**src/rtl/sd_hc_spi_responder.sv**
```systemverilog
// sd_hc_spi_responder: SPI-mode SDHC card emulator answering CMD0/8/17/55/58 and ACMD41 with deterministic read data.
module sd_hc_spi_responder #(
  parameter int BLOCK_SIZE   = 512,
  parameter int NCR_BYTES    = 1,
  parameter int NAC_BYTES    = 2,
  parameter int ACMD41_COUNT = 2
) (
  input  logic i_clk,
  input  logic i_nrst,
  input  logic i_csn,
  input  logic i_sck,
  input  logic i_mosi,
  output logic o_miso,
  output logic o_ready,
  output logic o_busy
);
  localparam logic [15:0] NCR  = 16'(NCR_BYTES);
  localparam logic [15:0] NAC  = 16'(NAC_BYTES);
  localparam logic [15:0] BLK  = 16'(BLOCK_SIZE);
  localparam logic [7:0]  ACNT = 8'(ACMD41_COUNT);

  logic [1:0]  r_csn_s, r_sck_s, r_mosi_s;
  logic        r_sck_d;
  logic [2:0]  r_bit;
  logic [6:0]  r_rx;
  logic [7:0]  r_tx;
  logic [2:0]  r_fcnt;
  logic [5:0]  r_cmd;
  logic [7:0]  r_arg;
  logic        r_busy, r_data, r_idle, r_app;
  logic [7:0]  r_acnt;
  logic [39:0] r_resp;
  logic [15:0] r_pos, r_total;
  logic [7:0]  r_dbyte;
  logic [15:0] r_crc;

  logic        w_csn, w_rise, w_fall, w_boundary, w_load, w_pre, w_is_data;
  logic [7:0]  w_byte, w_next;
  logic [15:0] w_dpos;
  logic [39:0] w_resp;
  logic [15:0] w_len;
  logic        w_rdata, w_idle_n, w_app_n;
  logic [7:0]  w_acnt_n;

  function automatic logic [15:0] crc_step(input logic [15:0] c, input logic [7:0] b);
    logic [15:0] x;
    x = c ^ {b, 8'h00};
    for (int k = 0; k < 8; k++) x = x[15] ? ((x << 1) ^ 16'h1021) : (x << 1);
    return x;
  endfunction

  always_ff @(posedge i_clk or negedge i_nrst)
    if (!i_nrst) begin
      r_csn_s  <= 2'b11;
      r_sck_s  <= 2'b00;
      r_mosi_s <= 2'b00;
      r_sck_d  <= 1'b0;
    end else begin
      r_csn_s  <= {r_csn_s[0], i_csn};
      r_sck_s  <= {r_sck_s[0], i_sck};
      r_mosi_s <= {r_mosi_s[0], i_mosi};
      r_sck_d  <= r_sck_s[1];
    end

  assign w_csn      = r_csn_s[1];
  assign w_rise     = r_sck_s[1] & ~r_sck_d;
  assign w_fall     = ~r_sck_s[1] & r_sck_d;
  assign w_byte     = {r_rx, r_mosi_s[1]};
  assign w_boundary = ~w_csn & w_rise & (r_bit == 3'd7);
  // the byte boundary is a rising edge, so the next byte is loaded on the fall right after it
  assign w_load     = ~w_csn & w_fall & (r_bit == 3'd0);
  assign w_dpos     = r_pos - NCR;
  assign w_pre      = r_pos < NCR;
  assign w_is_data  = r_busy & r_data & ~w_pre & (w_dpos > NAC + 16'd1) & (w_dpos < NAC + BLK + 16'd2);
  assign w_next     = (!r_busy || w_pre) ? 8'hFF :
                      !r_data ? r_resp[39:32] :
                      (w_dpos == 16'd0) ? 8'h00 :
                      (w_dpos <= NAC) ? 8'hFF :
                      (w_dpos == NAC + 16'd1) ? 8'hFE :
                      w_is_data ? r_dbyte :
                      (w_dpos == NAC + BLK + 16'd2) ? r_crc[15:8] : r_crc[7:0];

  always_comb begin
    w_acnt_n = r_acnt;
    w_idle_n = r_idle;
    w_app_n  = 1'b0;
    w_rdata  = 1'b0;
    w_len    = 16'd1;
    w_resp   = {5'd0, 1'b1, 1'b0, r_idle, 32'h0};
    if (r_cmd == 6'd0) begin
      w_idle_n = 1'b1;
      w_acnt_n = 8'd0;
      w_resp   = {8'h01, 32'h0};
    end else if (r_cmd == 6'd8) begin
      w_len  = 16'd5;
      w_resp = {7'd0, r_idle, 24'h000001, r_arg};
    end else if (r_cmd == 6'd55) begin
      w_app_n = 1'b1;
      w_resp  = {7'd0, r_idle, 32'h0};
    end else if (r_cmd == 6'd41 && r_app) begin
      w_acnt_n = (r_acnt >= ACNT) ? r_acnt : r_acnt + 8'd1;
      w_idle_n = r_idle & (w_acnt_n < ACNT);
      w_resp   = {7'd0, w_idle_n, 32'h0};
    end else if (r_cmd == 6'd58) begin
      w_len  = 16'd5;
      w_resp = {7'd0, r_idle, r_idle ? 8'h00 : 8'hC0, 24'hFF8000};
    end else if (r_cmd == 6'd17) begin
      w_rdata = ~r_idle;
      w_len   = r_idle ? 16'd1 : NAC + BLK + 16'd4;
      w_resp  = {8'h05, 32'h0};
    end
  end

  always_ff @(posedge i_clk or negedge i_nrst)
    if (!i_nrst) begin
      r_bit   <= 3'd0;
      r_rx    <= 7'd0;
      r_tx    <= 8'hFF;
      r_fcnt  <= 3'd0;
      r_cmd   <= 6'd0;
      r_arg   <= 8'd0;
      r_busy  <= 1'b0;
      r_data  <= 1'b0;
      r_idle  <= 1'b1;
      r_app   <= 1'b0;
      r_acnt  <= 8'd0;
      r_resp  <= 40'd0;
      r_pos   <= 16'd0;
      r_total <= 16'd0;
      r_dbyte <= 8'd0;
      r_crc   <= 16'd0;
    end else if (w_csn) begin
      r_bit  <= 3'd0;
      r_tx   <= 8'hFF;
      r_busy <= 1'b0;
      r_fcnt <= 3'd0;
      r_pos  <= 16'd0;
    end else begin
      if (w_rise) begin
        r_rx  <= {r_rx[5:0], r_mosi_s[1]};
        r_bit <= r_bit + 3'd1;
      end
      if (w_fall) r_tx <= w_load ? w_next : {r_tx[6:0], 1'b1};
      if (w_load && r_busy) begin
        r_pos <= r_pos + 16'd1;
        if (!r_data && !w_pre) r_resp <= {r_resp[31:0], 8'hFF};
        if (w_is_data) begin
          r_dbyte <= r_dbyte + 8'd1;
          r_crc   <= crc_step(r_crc, r_dbyte);
        end
      end
      if (w_boundary) begin
        if (r_busy) r_busy <= (r_pos != r_total);
        else if (r_fcnt == 3'd0) begin
          if (w_byte[7:6] == 2'b01) begin
            r_cmd  <= w_byte[5:0];
            r_fcnt <= 3'd1;
          end
        end else if (r_fcnt != 3'd5) begin
          r_arg  <= w_byte;
          r_fcnt <= r_fcnt + 3'd1;
        end else begin
          r_fcnt  <= 3'd0;
          r_busy  <= 1'b1;
          r_pos   <= 16'd0;
          r_total <= NCR + w_len;
          r_resp  <= w_resp;
          r_data  <= w_rdata;
          r_dbyte <= r_arg;
          r_crc   <= 16'd0;
          r_idle  <= w_idle_n;
          r_app   <= w_app_n;
          r_acnt  <= w_acnt_n;
        end
      end
    end

  assign o_miso  = r_tx[7];
  assign o_ready = ~r_idle;
  assign o_busy  = r_busy;
endmodule

```
**config.mk**
```make
export PLATFORM = sky130hd
export DESIGN_NAME = sd_hc_spi_responder
export DESIGN_NICKNAME = d
export VERILOG_FILES = /design/src/rtl/sd_hc_spi_responder.sv
export SDC_FILE = /design/constraint.sdc
export NUM_CORES = 1
export LEC_CHECK = 0
export CORE_ASPECT_RATIO = 0.6
export CORE_MARGIN = 4
export CORE_UTILIZATION = 35
export DETAILED_ROUTE_END_ITERATION = 10
export GPL_TIMING_DRIVEN = 1
export PLACE_DENSITY = 0.63
export SYNTH_ARGS = -nofsm -noshare
export SYNTH_HDL_FRONTEND = slang
export SYNTH_SLANG_ARGS = --single-unit
export TNS_END_PERCENT = 1
```
**constraint.sdc**
```tcl
create_clock -name i_clk -period 2.49 [get_ports i_clk]
set_input_delay 0.249 -clock i_clk [delete_from_list [all_inputs] [get_ports i_clk]]
set_output_delay 0.249 -clock i_clk [all_outputs]
set_load 0.02 [all_outputs]
```
==> key figures <==
Outcome
  • Status: finished, final reports clean

Synthesis
  • Syn_nets: ~660
  • Number of flops mapped to enable cells by yosys: 0
  • Yosys warnings: 0
  • Avg Cell Area, Syn: approximately 10 µm²
  • Mapped Cells: ~640
  • Seq/Total Area, Yosys: 51.7%
  • Primary FF master, synth: dfrtp_1
  • Yosys cell types: 56
  • FFs w/ async S/R, synth: between 90% and 100%
  • #FFs+latches synth: about 140
  • Cell Area, Synth: around 6700 µm²

Placed design
  • Placer Congestion: just under 0.9
  • Placed cells: 875
  • Port bufs: 7
  • Post-place setup slack: -11.9 ps
  • DP HPWL: ~10000 µm

Timing
  • Slew Limit Headroom: 47.9%
  • Worst-margin pin slew: just under 800 ps
  • RSZ-0062 raised after global routing: true
  • Max-slew violations: 0
  • Clk_skew: 6.84 ps
  • Fin Hold WS: between 200 and 250 ps
  • Final worst slack: 107 ps
  • Tmin final: ~2400 ps
  • # setup viols final: 0
  • Fmax achieved: 0.420 GHz
  • Tcrit/Tclk final: 95.7%
  • Final hold vios: 0

Critical path
  • Critical-path maximum fanout: 14
  • Kind of critical path: flip-flop to flip-flop
  • Worst Setup End Kind: flip-flop
  • Critical Path RT: 2830 ps
  • Critical-path cell list: nor4_4 > nand2b_1 > o31ai_1 > nand4b_1 > buf_6 > buf_4 > a211o_1 > a31oi_1
  • CP Launch Type: flip-flop
  • Crit-path slowest cell: dfrtp_2
  • R2R depth: 8
  • Worst EP arrival: 2720 ps
  • Crit path largest cell delay: about 450 ps

Cells and area
  • Layout cell share with drive strength beyond 1: between 10% and 20%
  • Layout Nets: ~670
  • N_diodes: 0
  • Fillers: 1705
  • Fin cells: around 910
  • Syn-to-layout area delta: 17.4%

Drt
  • Drt drc: 0
  • Total Wirelength: between 15000 and 20000 µm
  • DR vias/cell: approximately 5.4
  • Drt wl/cell: ~17 µm
  • Vias: 4948
  • Drt initial violations: 352
  • Pre-antenna DRT Iters: 5
  • Final ANT Viol Nets: 0

Die
  • Die Ht: between 100 and 150 µm
  • Die area: 21300 µm²
  • # rows: 38
  • Initial core utilization: about 36%
  • Die Width: ~190 µm
  • Core box area: between 15000 and 20000 µm²
  • IO Pins: 8

GRT
  • Pin count of the biggest net entering global routing: 60
  • Gr ovfl total: 0
  • First-pass GRT wire length: roughly 25000 µm
  • Vias in the first global route: roughly 5000
  • Gr usage total: 14.9%
  • Initial antenna violation count: 0

Clock tree
  • Clk sink count: 137
  • CTS tree: done
  • Worst-Skew Late Latency: 420 ps
  • Total number of H-tree levels: 4
  • TritonCTS Buffers: 17
  • Max clock buf depth: 2
  • Clock Tree Root: clkbuf_16
  • Reg clk slew, reported paths: approximately 60 ps

Power
  • Power Dens Cells: about 640 nW/µm²
  • Lkg Pwr: roughly 3.4 nW
  • Peak VDD IR: approximately 470 µV

Hold path
  • HP Class: input pin to flip-flop
  • Hold Path Stages: 1

Flow run
  • Max_cap viols: 0
[sequential cells by signal, indices dropped and copies added, names as in the netlist, 3 cells and up]
signal	count
r_acnt	8
r_arg	8
r_bit	3
r_cmd	6
r_crc	16
r_dbyte	8
r_fcnt	3
r_pos	16
r_resp	40
r_rx	7
r_total	3
r_tx	8
[logic make-up (layout without fill, tap and decap cells)]
kind of cell	after synthesis	in the layout	synth area share (%)
mux	29	29	4.72
compound gates	134	134	14.0
flops	137	137	51.7
fa+ha+maj	9	9	1.69
buf+inv	59	90	3.44
xor+xnor	46	46	6.06
simple gates	228	228	18.4
[routing by layer]
layer  up-vias  share of wire (%)  routed length, µm  global-route usage (%)
li1       2337                  -                  -                       -
met5         -                  0                  0                       0
met1      2482                 52               7820                    23.0
met4         0               0.96                146                    3.64
met2       113                 42               6330                    20.9
met3        16                5.5                838                    3.98
[critical path, delay by kind of cell (launching register included)]
kind | cells | cell delay, ps
AO/OA/AOI/OAI | 3 | 880
AND/OR/NAND/NOR | 3 | 640
flip-flops | 1 | 450
buffers and inverters | 2 | 320
[through the flow]
stage               power, mW  area [µm²]  util, %  setup TNS, ps
floorplan                2.42        6680        -              0
global placement         2.50        7140     38.9              0
detailed placement       2.51        7140     38.9          -22.3
CTS                      5.06        7740     42.2          -71.6
global route             5.18        7810     42.5          -28.6
finish                   5.00        7810     42.5              0
[layout make-up]
| class | count | area (µm²) | share of cell area [%] |
|---|---|---|---|
| sequential | 137 | 3440 | 44.1 |
| multi-input combinational | 446 | 3020 | 38.7 |
| clock buffer | 17 | 425 | 5.45 |
| timing repair buffer | 38 | 373 | 4.78 |
| tap | 240 | 300 | 3.85 |
| clock inverter | 15 | 166 | 2.13 |
| inverter | 20 | 75.1 | 0.962 |
[timing repair]
item | 4_1_cts | 5_1_grt
resized for setup | 0 | 8
endpoints found under the setup margin | 2 | 34
setup buffers | 0 | 5
pin swaps | 0 | 5
hold buffers | 1 | 0
hold endpoints to repair | 49 | 0
[worst paths after layout]
path	from	to	slack, ps
setup / recovery	r_pos[5]	r_tx[7]	110
hold / removal	i_csn	r_csn_s[0]	240
setup reg to reg	r_pos[5]	r_tx[7]	110
hold reg to reg	r_sck_s[0]	r_sck_s[1]	350
max in group asynchronous	i_nrst	r_idle	1320
min in group asynchronous	i_nrst	r_crc[14]	370
[cells in the final DEF (no fill, tap or decap), drive strengths merged, types with 7 or more instances in the layout]
master  netlist  final
nand3        31     31
nor2b         9      9
dfrtp       126    126
a21oi        22     22
nand2b       11     11
or3           7      7
mux2i        10     10
o21ai        32     32
a31oi        10     10
o22ai        10     10
clkbuf       30     17
xor2         15     15
a211o         7      7
a22o         18     18
nor4         10     10
inv          20     25
ha            9      9
buf           9     31
xnor2        31     31
dfstp        11     11
nor3         26     26
mux2         19     19
a221o        11     11
nand4         9      9
nor2         65     65
nand2        32     32
[power breakdown]
group          switching (mW)  internal [mW]
clock network            1.04           1.49
registers              0.0497           2.28
logic                  0.0833         0.0550
total                    1.17           3.83
[Yosys cell counts (4+ instances only)]
master	n	area share, %
and3_1	5	0.47
o22ai_1	10	0.94
nor2b_1	9	0.85
nand2b_1	11	1.0
ha_1	9	1.7
buf_2	6	0.45
nand3_1	30	2.3
a22o_1	18	2.4
nor3b_1	4	0.45
a221o_1	11	1.7
nand2_1	32	1.8
nor4_1	6	0.56
nor4_4	4	1.3
mux2_2	19	3.2
o21ai_0	31	2.3
a31oi_1	10	0.94
nand4_1	9	0.85
mux2i_1	10	1.5
dfstp_2	11	4.3
inv_1	20	1.1
a21oi_1	22	1.7
xnor2_1	31	4.1
o211ai_1	4	0.45
nor3_1	25	1.9
dfrtp_1	126	47
clkbuf_1	30	1.7
or3_1	7	0.66
nor2_1	65	3.7
xor2_1	15	2.0
a211o_1	7	0.92
(Power assumes the default switching activity.)
